### config.mk
export PLATFORM = sky130hd
export DESIGN_NAME = instruction_fifo_assembler
export DESIGN_NICKNAME = d
export VERILOG_FILES = /design/src/rtl/instruction_fifo_assembler.sv
export SDC_FILE = /design/constraint.sdc
export NUM_CORES = 1
export LEC_CHECK = 0
export ABC_CLOCK_PERIOD_IN_PS = 4200
export CAP_MARGIN = 5
export CORE_UTILIZATION = 30
export DETAILED_ROUTE_END_ITERATION = 12
export GPL_TIMING_DRIVEN = 0
export SLEW_MARGIN = 20
export SYNTH_ARGS = -nofsm -noshare
export SYNTH_HDL_FRONTEND = slang
export SYNTH_SLANG_ARGS = --single-unit
export TNS_END_PERCENT = 30
### constraint.sdc
create_clock -name i_clk -period 4.2 [get_ports i_clk]
set_input_delay 0.63 -clock i_clk [delete_from_list [all_inputs] [get_ports i_clk]]
set_output_delay 0.63 -clock i_clk [all_outputs]
set_load 0.01 [all_outputs]
### src/rtl/instruction_fifo_assembler.sv
// Byte-serial instruction assembler feeding a DEPTH-entry valid/ready FIFO.
// Optional sticky error flags are enabled by defining INSTR_FIFO_ERR_EN.
module instruction_fifo_assembler #(
    parameter int unsigned BYTE_W   = 8,
    parameter int unsigned MAX_ARGS = 3,
    parameter int unsigned DEPTH    = 4
) (
    input  logic                                 i_clk,
    input  logic                                 i_reset,
    input  logic [BYTE_W-1:0]                    i_data,
    input  logic                                 i_we,
    input  logic                                 i_commit,
    output logic                                 o_ack,
    output logic [BYTE_W*(1+MAX_ARGS)-1:0]       o_instruction,
    output logic [$clog2(MAX_ARGS+1)-1:0]        o_arg_count,
    output logic                                 o_valid,
    input  logic                                 i_ready,
    output logic                                 o_full,
    output logic [$clog2(DEPTH+1)-1:0]           o_level,
    output logic                                 o_err_overflow,
    output logic                                 o_err_drop,
    input  logic                                 i_err_clear
);

    localparam int unsigned INSTR_W = BYTE_W * (1 + MAX_ARGS);
    localparam int unsigned ARGC_W  = $clog2(MAX_ARGS + 1);
    localparam int unsigned LVL_W   = $clog2(DEPTH + 1);
    localparam int unsigned PTR_W   = $clog2(DEPTH);

    typedef enum logic {
        ST_OPCODE = 1'b0,
        ST_ARGS   = 1'b1
    } state_t;

    state_t               state_q, state_d;
    logic [INSTR_W-1:0]   word_q, word_d;
    logic [ARGC_W-1:0]    argc_q, argc_d;
    logic                 push;
    logic                 overflow_set;

    logic [INSTR_W-1:0]   mem_word [DEPTH];
    logic [ARGC_W-1:0]    mem_argc [DEPTH];
    logic [PTR_W-1:0]     rd_ptr_q, rd_ptr_d;
    logic [PTR_W-1:0]     wr_ptr_q, wr_ptr_d;
    logic [LVL_W-1:0]     level_d;
    logic                 pop;
    logic                 push_ok;
    logic                 drop_set;
    logic [INSTR_W-1:0]   head_word_d;
    logic [ARGC_W-1:0]    head_argc_d;

    // Assembler FSM: byte merge happens before any same-cycle commit.
    always_comb begin
        state_d      = state_q;
        word_d       = word_q;
        argc_d       = argc_q;
        push         = 1'b0;
        overflow_set = 1'b0;
        case (state_q)
            ST_OPCODE: begin
                if (i_we) begin
                    word_d  = INSTR_W'(i_data);
                    argc_d  = '0;
                    state_d = ST_ARGS;
                end
                if (i_we && i_commit) begin
                    push    = 1'b1;
                    state_d = ST_OPCODE;
                end
            end
            ST_ARGS: begin
                if (i_we) begin
                    if (argc_q < ARGC_W'(MAX_ARGS)) begin
                        for (int unsigned k = 0; k < MAX_ARGS; k++) begin
                            if (argc_q == ARGC_W'(k)) begin
                                word_d[BYTE_W*(k+1) +: BYTE_W] = i_data;
                            end
                        end
                        argc_d = argc_q + ARGC_W'(1);
                    end else begin
                        overflow_set = 1'b1;
                    end
                end
                if (i_commit) begin
                    push    = 1'b1;
                    state_d = ST_OPCODE;
                end
            end
            default: state_d = ST_OPCODE;
        endcase
    end

    // FIFO bookkeeping; a full FIFO still accepts a push when the head pops.
    always_comb begin
        pop      = o_valid & i_ready;
        push_ok  = push & (~o_full | pop);
        drop_set = push & o_full & ~pop;
        level_d  = o_level + LVL_W'(push_ok) - LVL_W'(pop);
        rd_ptr_d = pop     ? rd_ptr_q + PTR_W'(1) : rd_ptr_q;
        wr_ptr_d = push_ok ? wr_ptr_q + PTR_W'(1) : wr_ptr_q;
        head_word_d = '0;
        head_argc_d = '0;
        if (level_d != '0) begin
            if (push_ok && (wr_ptr_q == rd_ptr_d)) begin
                head_word_d = word_d;
                head_argc_d = argc_d;
            end else begin
                head_word_d = mem_word[rd_ptr_d];
                head_argc_d = mem_argc[rd_ptr_d];
            end
        end
    end

    always_ff @(posedge i_clk) begin
        if (i_reset) begin
            state_q       <= ST_OPCODE;
            word_q        <= '0;
            argc_q        <= '0;
            rd_ptr_q      <= '0;
            wr_ptr_q      <= '0;
            o_level       <= '0;
            o_full        <= 1'b0;
            o_valid       <= 1'b0;
            o_instruction <= '0;
            o_arg_count   <= '0;
            o_ack         <= 1'b0;
        end else begin
            state_q       <= state_d;
            word_q        <= word_d;
            argc_q        <= argc_d;
            rd_ptr_q      <= rd_ptr_d;
            wr_ptr_q      <= wr_ptr_d;
            o_level       <= level_d;
            o_full        <= (level_d == LVL_W'(DEPTH));
            o_valid       <= (level_d != '0);
            o_instruction <= head_word_d;
            o_arg_count   <= head_argc_d;
            o_ack         <= i_we;
        end
    end

    // Storage needs no reset: the head output is gated by occupancy.
    always_ff @(posedge i_clk) begin
        if (push_ok) begin
            mem_word[wr_ptr_q] <= word_d;
            mem_argc[wr_ptr_q] <= argc_d;
        end
    end

`ifdef INSTR_FIFO_ERR_EN
    always_ff @(posedge i_clk) begin
        if (i_reset) begin
            o_err_overflow <= 1'b0;
            o_err_drop     <= 1'b0;
        end else if (i_err_clear) begin
            o_err_overflow <= 1'b0;
            o_err_drop     <= 1'b0;
        end else begin
            o_err_overflow <= o_err_overflow | overflow_set;
            o_err_drop     <= o_err_drop | drop_set;
        end
    end
`else
    logic unused_err;
    assign unused_err     = &{1'b0, i_err_clear, overflow_set, drop_set};
    assign o_err_overflow = 1'b0;
    assign o_err_drop     = 1'b0;
`endif

endmodule

=== Word level (Yosys, flattened, before mapping) ===
Memory sizes are Yosys's and may differ from the RTL's. A register that Yosys moved wholly into a read port is not among the register bits.
Index checks and enable logic that the tools add are counted.
W data, S select, Z words.

* Reductions and logical operators: 4
* Divide/modulo/power cells: 0
* Shift-type cells: 0
* Bitwise logic cells: 6
* $lt $le $gt $ge: 1
* $add $sub $neg: 5
* Mux-type cells: 22
* Equal/unequal tests: 3
* $mul: 0

{| class="wikitable"
|+ Operators with widths
! cell !! count
|-
| $mux W24 || 2
|-
| $pmux W24 S2 || 1
|-
| $mux W32 || 1
|-
| $mux W8 || 4
|-
| $mux W2 || 4
|-
| $mux W1 || 7
|-
| $add A2 B1 Y2 const B || 3
|-
| $pmux W1 S2 || 2
|-
| $pmux W2 S2 || 1
|-
| $add A3 B1 Y3 || 1
|-
| $eq A3 B3 Y1 const B || 1
|-
| $not A1 Y1 || 3
|-
| $reduce_bool A3 Y1 || 1
|-
| $sub A3 B1 Y3 || 1
|-
| $and A1 B1 Y1 || 2
|-
| $eq A2 B1 Y1 const B || 1
|-
| $eq A2 B2 Y1 const B || 1
|-
| $logic_not A2 Y1 || 1
|-
| $lt A2 B2 Y1 const B || 1
|-
| $reduce_or A2 Y1 || 1
|-
| $logic_and A1 B1 Y1 || 1
|-
| $or A1 B1 Y1 || 1
|}

* Flip-flop bits (word level): 45
* ROM bits: 0
* Latch bits: 0
* Logic and storage cells: 52
* Memory bits (writable): 136
* Memories: 2
* Input port bits: 14

{| class="wikitable"
|+ Memories
! name !! words !! bits a word !! rd ports !! clocked after memory_dff !! wr ports !! line !! RTL
|-
| mem_word || 4 || 32 || 1 || 1 || 1 || 41 || <nowiki>logic [INSTR_W-1:0] mem_word [DEPTH];</nowiki>
|-
| mem_argc || 4 || 2 || 1 || 1 || 1 || 42 || <nowiki>logic [ARGC_W-1:0] mem_argc [DEPTH];</nowiki>
|}

=== Depth between registers and ports, before layout ===
Gate-level depths: netlist of run 1.

* Depth after elaboration: 9
* Mapped depth: 16

=== Least setup slack after synthesis of run 1 ===
No wires, ideal clock.

* Path kind: in2reg
* From: in i_ready
* To: reg o_instruction[13] (read register of mem_word)
* Data required time: 4083 ps
* Library setup time: 117 ps
* Setup slack: 949 ps
* Arrival: 3134 ps
* Cell stages on the path: 15
* Path through: nand2_4 -> a21oi_2 -> inv_1 -> ha_1 -> inv_1 -> ha_1 -> fa_1 -> xnor2_1 -> xnor2_1 -> a21o_1 -> buf_2 -> inv_2 -> and2_1 -> buf_2 -> a22o_1

* Longest elaborated chain between the ends: 8

{| class="wikitable"
|+ Ends and longest elaborated chain
! what !! line !! RTL
|-
| from (decl) || 17 || <nowiki>input logic i_ready,</nowiki>
|-
| $and A1 B1 Y1 * || 95 || <nowiki>pop = o_valid & i_ready;</nowiki>
|-
| $or A1 B1 Y1 || 96 || <nowiki>push_ok = push & (~o_full | pop);</nowiki>
|-
| $and A1 B1 Y1 || 96 ||
|-
| $add A3 B1 Y3 || 98 || <nowiki>level_d = o_level + LVL_W'(push_ok) - LVL_W'(pop);</nowiki>
|-
| $sub A3 B1 Y3 || 98 ||
|-
| $reduce_bool A3 Y1 || 103 || <nowiki>if (level_d != '0) begin</nowiki>
|-
| $not A1 Y1 (no line) || - ||
|-
| $reduce_or A2 Y1 (no line) || - ||
|-
| to (decl) || 14 || <nowiki>output logic [BYTE_W*(1+MAX_ARGS)-1:0] o_instruction,</nowiki>
|}

Mark *: on every way between the ends. The rest lies on a longest branch, timed or not.
A chain may end at the register's enable or synchronous reset.

=== Worst setup path after layout of run 1 ===
* From: in i_we
* To: reg o_arg_count[0] (read register of mem_argc)

* Longest elaborated chain between the ends: 9

{| class="wikitable"
|+ Ends and longest elaborated chain
! what !! line !! RTL
|-
| from (decl) || 11 || <nowiki>input logic i_we,</nowiki>
|-
| $logic_and A1 B1 Y1 || 66 || <nowiki>if (i_we && i_commit) begin</nowiki>
|-
| $mux W1 || 66 ||
|-
| $pmux W1 S2 || 59 || <nowiki>case (state_q)</nowiki>
|-
| $and A1 B1 Y1 || 96 ||
|-
| $add A3 B1 Y3 || 98 ||
|-
| $sub A3 B1 Y3 || 98 ||
|-
| $reduce_bool A3 Y1 || 103 ||
|-
| $not A1 Y1 (no line) || - ||
|-
| $reduce_or A2 Y1 (no line) || - ||
|-
| to (decl) || 15 || <nowiki>output logic [$clog2(MAX_ARGS+1)-1:0] o_arg_count,</nowiki>
|}

No other way between the ends.

==> summary.md, run 1 <==
| Metric | Value |
|---|---|
| Total leakage power | `3.73 nW` |
| Total CTS buffers | `24` |
| Minimum clock period after layout | `about 4 ns` |
| Share of layout cells above drive strength 1 | `0.132` |
| CP Data Required Time | `4.55 ns` |
| PwrDens | `586 nW/µm²` |
| Distinct cells, synth | `between 40 and 50` |
| Sequential Area | `about 5700 µm²` |
| Vias per std cell | `between 4 and 5` |
| Part of the Yosys area used for sequential elements | `0.673` |
| Slew Viols, Final | `0` |
| CP startpoint kind | `input port` |
| Setup bufs post-CTS | `0` |
| CP Max Fanout | `17` |
| Initial Util | `0.309` |
| Std cell rows | `60` |
| Dpl cell area | `9480 µm²` |
| Syn_area_per_cell | `roughly 14 µm²` |
| CORE AREA | `between 20000 and 30000 µm²` |
| Reg2reg start | `o_valid$_SDFF_PP0_` |
| Slew margin rel. | `0.463` |
| Drt wl/cell | `approximately 18 µm` |
| Hold Buf Count CTS | `0` |
| Gr ovfl total | `0` |
| Area Growth Syn to Fin | `21.2%` |
| Crit path DAT | `roughly 4.3 ns` |
| Yosys top cell area share | `0.485` |
| Detailed placement HPWL | `12500 µm` |
| Via count | `roughly 5100` |
| First-pass iteration count of the detailed router | `4` |
| Clock latency on the worst-skew pair | `approximately 0.53 ns` |
| DRT Wirelength | `18900 µm` |
| Final nets | `695` |
| Die Ht | `between 150 and 200 µm` |
| Maximum VDD drop | `286 µV` |
| Max clock buf depth | `3` |
| Post-route ant nets | `0` |
| Synth top area cells | `edfxtp_1 (49%), dfxtp_1 (19%), mux4_2 (5.9%)` |
| CTS H-tree lvls | `1` |
| First-pass GRT wire length | `~29000 µm` |
| CTS Sinks | `between 200 and 250` |
| Max-cap viol count | `0` |
| Final setup viols | `0` |
| CP Class | `input port to flip-flop` |
| Cell area after layout | `approximately 10000 µm²` |
| Antenna diode count | `0` |
| Worst hold start | `word_q[3]$_SDFF_PP0_` |
| # DRC | `0` |
| RSZ-0062 raised after global routing | `no` |
| Drt first-iter violations | `approximately 380` |
| Max frequency | `around 250 MHz` |
| Hold Crit Class | `flip-flop to flip-flop` |
| Die Width | `169 µm` |
| Worst-path clk slew | `roughly 0.060 ns` |
| Final Skew | `around 0.02 ns` |
| FF+latch count, synth | `between 200 and 250` |
| Largest net degree at the start of global routing | `22` |
| Final Hold Fails | `0` |
| Crit. Startpoint | `i_we` |
| Multi-input logic area | `about 2400 µm²` |
| Critical path endpoint category | `flip-flop` |
| GRT Resource Usage Total | `0.134` |
| Post-cts resize count | `0` |
| Tightest Pin Transition | `approximately 0.8 ns` |
| Synth Instances | `a little under 600` |
| Status | `complete, no violations` |
| Final Wtd Congestion | `0.801` |
| Ports | `between 50 and 60` |
| CTS tree | `yes` |
| Synth warn | `0` |
| Root Buffer | `clkbuf_16` |
| Top cell type by total area after synthesis | `edfxtp_1` |
| Number of fill cells | `around 2600` |
| Area of the mapped netlist | `around 8400 µm²` |
| Initial antenna violation count | `0` |
| Die Footprint | `around 29000 µm²` |
| Final Cycle Share | `0.945` |
| Number of global-route vias before repair | `just over 5000` |
| Port Buffers | `slightly above 50` |
| Total power | `roughly 6.0 mW` |
[state kept, by name, indices dropped and copies added, names as in the netlist, 2 cells and up]
name	count
o_arg_count	2
mem_argc	8
argc_q	2
o_level	3
wr_ptr_q	2
o_instruction	32
word_q	32
mem_word	128
rd_ptr_q	2
[worst paths after layout]
kind / slack (ns) / endpoint / cells past startpoint
setup / recovery: 0.23 / o_arg_count[0]$_SDFF_PP0_ / 15
hold / removal: 0.54 / word_q[3]$_SDFF_PP0_ / 2
setup reg to reg: 0.43 / o_arg_count[0]$_SDFF_PP0_ / 14
hold reg to reg: 0.54 / word_q[3]$_SDFF_PP0_ / 2
[placed cells by master, fill, tap and decap left out, types with 6 or more instances in the layout]
cell and instances:
a211oi_1 16, o2bb2ai_1 17, nor2b_1 10, mux4_2 22
ha_1 6, clkbuf_1 22, a311oi_1 8, edfxtp_1 136
a22o_1 40, a22oi_1 15, nor4_1 9, clkinv_2 8
nand2_1 52, mux2i_1 8, a21oi_1 18, clkdlybuf4s50_1 51
nor2_1 38, buf_2 10, clkbuf_16 24, dfxtp_1 79
inv_1 32, and3_1 8
[Yosys cell counts (all sizes together)]
master and instances:
and2 5, nand3 1, nand2 54, nor4 9, a22o 40, a22oi 15, xnor2 4, nor2b 10
o311a 1, a32oi 1, a21o 1, nor3 3, inv 35, a311oi 8, conb 1, clkbuf 15
edfxtp 136, o2bb2ai 17, dfxtp 79, ha 6, o21ai 4, nand4b 1, buf 23, or2 1
a21oi 19, and3 8, xor2 2, mux4 26, nor2 39, nand2b 4, a211oi 16, fa 1
mux2i 8
[report_power, final]
part | internal, mW | switching (mW) | total [mW]
logic | 0.737 | 0.790 | 1.53
registers | 2.46 | 0.0758 | 2.54
clock network | 1.08 | 0.829 | 1.91
total | 4.28 | 1.69 | 5.97
[cell families (layout without fill, tap and decap cells)]
family / after synthesis / in the layout / synth area share
flops: 215 / 215 / 0.673
mux: 34 / 34 / 0.0809
xor+xnor: 6 / 6 / 0.00803
buf+inv: 73 / 171 / 0.0390
simple gates: 135 / 135 / 0.0745
other cells: 1 / 2 / 0.000446
fa+ha+maj: 7 / 7 / 0.0113
compound gates: 122 / 122 / 0.113
[routing by layer]
metal | vias up | track usage | part of all wire
met1 | 2538 | 0.188 | 0.47
li1 | 2391 | - | -
met4 | 0 | 0.0435 | 0.020
met5 | - | 0 | 0
met2 | 153 | 0.212 | 0.46
met3 | 39 | 0.0208 | 0.054
[stage by stage]
| stage | setup TNS, ns | util | cells | hold slack [ns] | worst slack [ns] |
|---|---|---|---|---|---|
| 2_1_floorplan | 0 | - | 594 | 0.465 | 0.949 |
| 3_3_place_gp | -7.42 | 0.345 | 1017 | 0.528 | -0.509 |
| 3_5_place_dp | -9.09 | 0.348 | 1021 | 0.538 | -0.605 |
| 4_1_cts | 0 | 0.374 | 1064 | 0.552 | 0.242 |
| 5_1_grt | 0 | 0.374 | 1064 | 0.571 | 0.0453 |
| 6_report | 0 | 0.374 | 1064 | 0.539 | 0.231 |
[cell type report]
| type | instances | area share |
|---|---|---|
| clock buffer | 32 | 0.0628 |
| buffer | 37 | 0.0182 |
| tap | 372 | 0.0456 |
| multi-input combinational | 306 | 0.238 |
| sequential | 215 | 0.555 |
| timing repair buffer | 55 | 0.0579 |
| clock inverter | 12 | 0.00834 |
| inverter | 35 | 0.0136 |
[worst max-delay path, stage by stage]
cell	delay, ns
clkdlybuf4s50_1	0.68
o21ai_1	0.16
a21oi_2	0.32
inv_1	0.08
ha_1	0.28
inv_1	0.04
ha_1	0.18
fa_1	0.39
xnor2_1	0.16
xnor2_1	0.27
a21o_1	0.18
buf_2	0.29
inv_2	0.08
nand2_2	0.35
o2bb2ai_1	0.22
(Power assumes the default switching activity.)
==> run 2, diff against run 1 <==
Settings changed: CELL_PAD_IN_SITES_DETAIL_PLACEMENT set to 0, CELL_PAD_IN_SITES_GLOBAL_PLACEMENT set to 1, PLACE_DENSITY_LB_ADDON set to 0.1.
==> run 2 against run 1 <==
Net effect: first-iteration DRC count down 27%; total power up 1.2%; utilization is 0.15 points higher; non-clock buffer count did not move; flip-flop and latch count did not move; worst hold slack improved by 0.013 ns; clock skew down 0.0075 ns; register-to-register slack better by 0.07 ns; sequential power about the same; largest cell class unchanged; via count increased by 0.31%.
==> summary.md, run 2 (synthesis gave the netlist of run 1 again) <==
| Metric | Value |
|---|---|
| Post-route ant nets | `0` |
| Reg-to-Reg End | `o_instruction[31]$_SDFF_PP0_` |
| Drt first-iter violations | `about 270` |
| Max clock buf depth | `3` |
| Final Skew | `around 0.013 ns` |
| First-pass iteration count of the detailed router | `5` |
| First-pass GRT wire length | `around 33000 µm` |
| Largest registers | `mem_word: 128 flops, o_instruction: 32 flops, word_q: 32 flops` |
| RSZ-0062 raised after global routing | `no` |
| DRT Wirelength | `21500 µm` |
| PwrDens | `just under 600 nW/µm²` |
| Final TNS setup | `0 ns` |
| Total power | `between 6 and 7 mW` |
| Max frequency | `253 MHz` |
| Final core utilization | `0.376` |
| CP Data Required Time | `~4.6 ns` |
| Hold Crit Class | `input port to flip-flop` |
| Pre-CTS setup slack | `-0.719 ns` |
| Total CTS buffers | `25` |
| Initial Util | `0.309` |
| Cell area after layout | `a little over 10000 µm²` |
| Max reg flops | `approximately 130` |
| Die Ht | `169 µm` |
| Non-Filler Instances | `around 1100` |
| Reg with most FFs | `mem_word` |
| CTS Sinks | `between 200 and 250` |
| Flop2flop setup slack | `~0.5 ns` |
| CP startpoint kind | `input port` |
| CTS H-tree lvls | `1` |
| Slew Viols, Final | `0` |
| Multi-input logic area | `~2400 µm²` |
| Dpl cell area | `approximately 9500 µm²` |
| Largest stage delay on the critical path | `0.54 ns` |
| Via count | `about 5100` |
| Number of global-route vias before repair | `about 5500` |
| Reg2Reg Depth | `14` |
| Number of fill cells | `2613` |
| CP Class | `input port to flip-flop` |
| Ports | `56` |
| Detailed placement HPWL | `roughly 14000 µm` |
| Hold Buf Count CTS | `0` |
| Critical path endpoint category | `flip-flop` |
| Final Wtd Congestion | `around 0.72` |
| Antenna diode count | `0` |
| Slowest-stage cell, CP | `clkbuf_1` |
| Int Pwr | `~4.3 mW` |
| Minimum clock period after layout | `about 4 ns` |
| Slew margin rel. | `0.424` |
| Crit. Startpoint | `i_ready` |
| GRT Resource Usage Total | `0.154` |
| CORE AREA | `approximately 27000 µm²` |
| Drt wl/cell | `between 20 and 25 µm` |
| Final Hold Fails | `0` |
| Seq pwr share | `0.420` |
| Final setup viols | `0` |
| Commonest non-fill, non-tap cells in the layout | `edfxtp_1 (136), dfxtp_1 (79), nand2_1 (52), clkdlybuf4s50_1 (51), a22o_1 (40)` |
| Tightest Pin Transition | `about 0.86 ns` |
| Reg2reg start | `o_valid$_SDFF_PP0_` |
| Std cell rows | `60` |
| Maximum VDD drop | `around 240 µV` |
| Hold WS | `roughly 0.55 ns` |
| Share of layout cells above drive strength 1 | `0.131` |
| Gate power share | `0.258` |
| # DRC | `0` |
| Initial antenna violation count | `0` |
| Area Growth Syn to Fin | `21.7%` |
| Clock latency on the worst-skew pair | `roughly 0.52 ns` |
| Placed instance count | `~1000` |
| Crit path capture | `o_instruction[31]$_SDFF_PP0_` |
| Ordered cell list for the critical path | `clkdlybuf4s50_1 -> nand2_4 -> inv_8 -> clkbuf_1 -> ha_1 -> inv_1 -> ha_1 -> fa_1 -> xnor2_1 -> xnor2_1 -> a21o_1 -> buf_2 -> nor2_4 -> buf_2 -> o2bb2ai_1` |
| CTS tree | `yes` |
| Sequential Area | `~5700 µm²` |
| Root Buffer | `clkbuf_16` |
| Vias per std cell | `4.82` |
| CP Max Fanout | `10` |
| Psw | `roughly 1.7 mW` |
| Final nets | `about 700` |
| Max-cap viol count | `0` |
| Port Buffers | `51` |
| Die Footprint | `28700 µm²` |
| Total leakage power | `~3.7 nW` |
| Crit path DAT | `about 4.4 ns` |
| Sw frac | `0.285` |
| Largest net degree at the start of global routing | `19` |
| Final Cycle Share | `0.940` |
| Clock power share | `0.322` |
| Gr ovfl total | `0` |
| Die Width | `169 µm` |
| Worst-path clk slew | `0.06 ns` |
| Final WS setup | `0.254 ns` |
| Most common cell after layout, fill and taps aside | `edfxtp_1` |
| Status | `complete, no violations` |
==> run 2: cell types whose count changed in the layout (fill, tap and decap cells not counted), moves of 2 or more <==
cell,change
buf_12,-3
buf_16,+3
clkbuf_1,+3
clkinv_2,-2
==> run 2: worst max-delay path, delay by kind of cell <==
kind,cells,cell delay (ns)
compound gates,2,0.37
xor+xnor,2,0.31
fa+ha+maj,3,0.76
buf+inv,6,1.81
simple gates,2,0.46
==> run 2: power groups by stage <==
| stage | sequential, mW | clock, mW | combinational [mW] |
|---|---|---|---|
| 6_report | 2.54 | 1.95 | 1.56 |
| 5_1_grt | 2.56 | 2.10 | 1.70 |
| 4_1_cts | 2.54 | 2.02 | 1.60 |
| 3_5_place_dp | 2.58 | 0 | 1.59 |
| 3_3_place_gp | 2.58 | 0 | 1.58 |
| 2_1_floorplan | 2.65 | 0 | 0.848 |
==> run 2: cell type report <==
| type | instances | area share |
|---|---|---|
| Sequential cell | 215 | 0.553 |
| Multi-Input combinational cell | 306 | 0.238 |
| Clock buffer | 36 | 0.0661 |
| Timing Repair Buffer | 55 | 0.0599 |
| Tap cell | 372 | 0.0454 |
| Buffer | 37 | 0.0181 |
| Inverter | 35 | 0.0136 |
| Clock inverter | 10 | 0.00574 |
==> run 2: worst min path at each step <==
stage / startpoint / to / slack [ns] / cells past startpoint
after global routing: i_reset / word_q[9]$_SDFF_PP0_ / 0.55 / 2
after floorplan: word_q[18]$_SDFF_PP0_ / word_q[18]$_SDFF_PP0_ / 0.46 / 2
after CTS: i_reset / word_q[9]$_SDFF_PP0_ / 0.53 / 2
after detailed placement: word_q[28]$_SDFF_PP0_ / word_q[28]$_SDFF_PP0_ / 0.57 / 2
after global placement: word_q[2]$_SDFF_PP0_ / word_q[2]$_SDFF_PP0_ / 0.55 / 2
final: i_reset / word_q[9]$_SDFF_PP0_ / 0.55 / 2
==> run 2: layer usage <==
metal  wire [µm]  GRT usage  vias up
met4         362     0.0435        0
met3         942     0.0264       28
li1            -          -     2389
met5           0          0        -
met1        9850      0.203     2596
met2       10300      0.260      124
==> run 2: timing repair <==
item / 4_1_cts / 5_1_grt
setup buffers: 0 / 0
resized for setup: 0 / 1
cloned: 0 / 0
endpoints found under the setup margin: 10 / 8
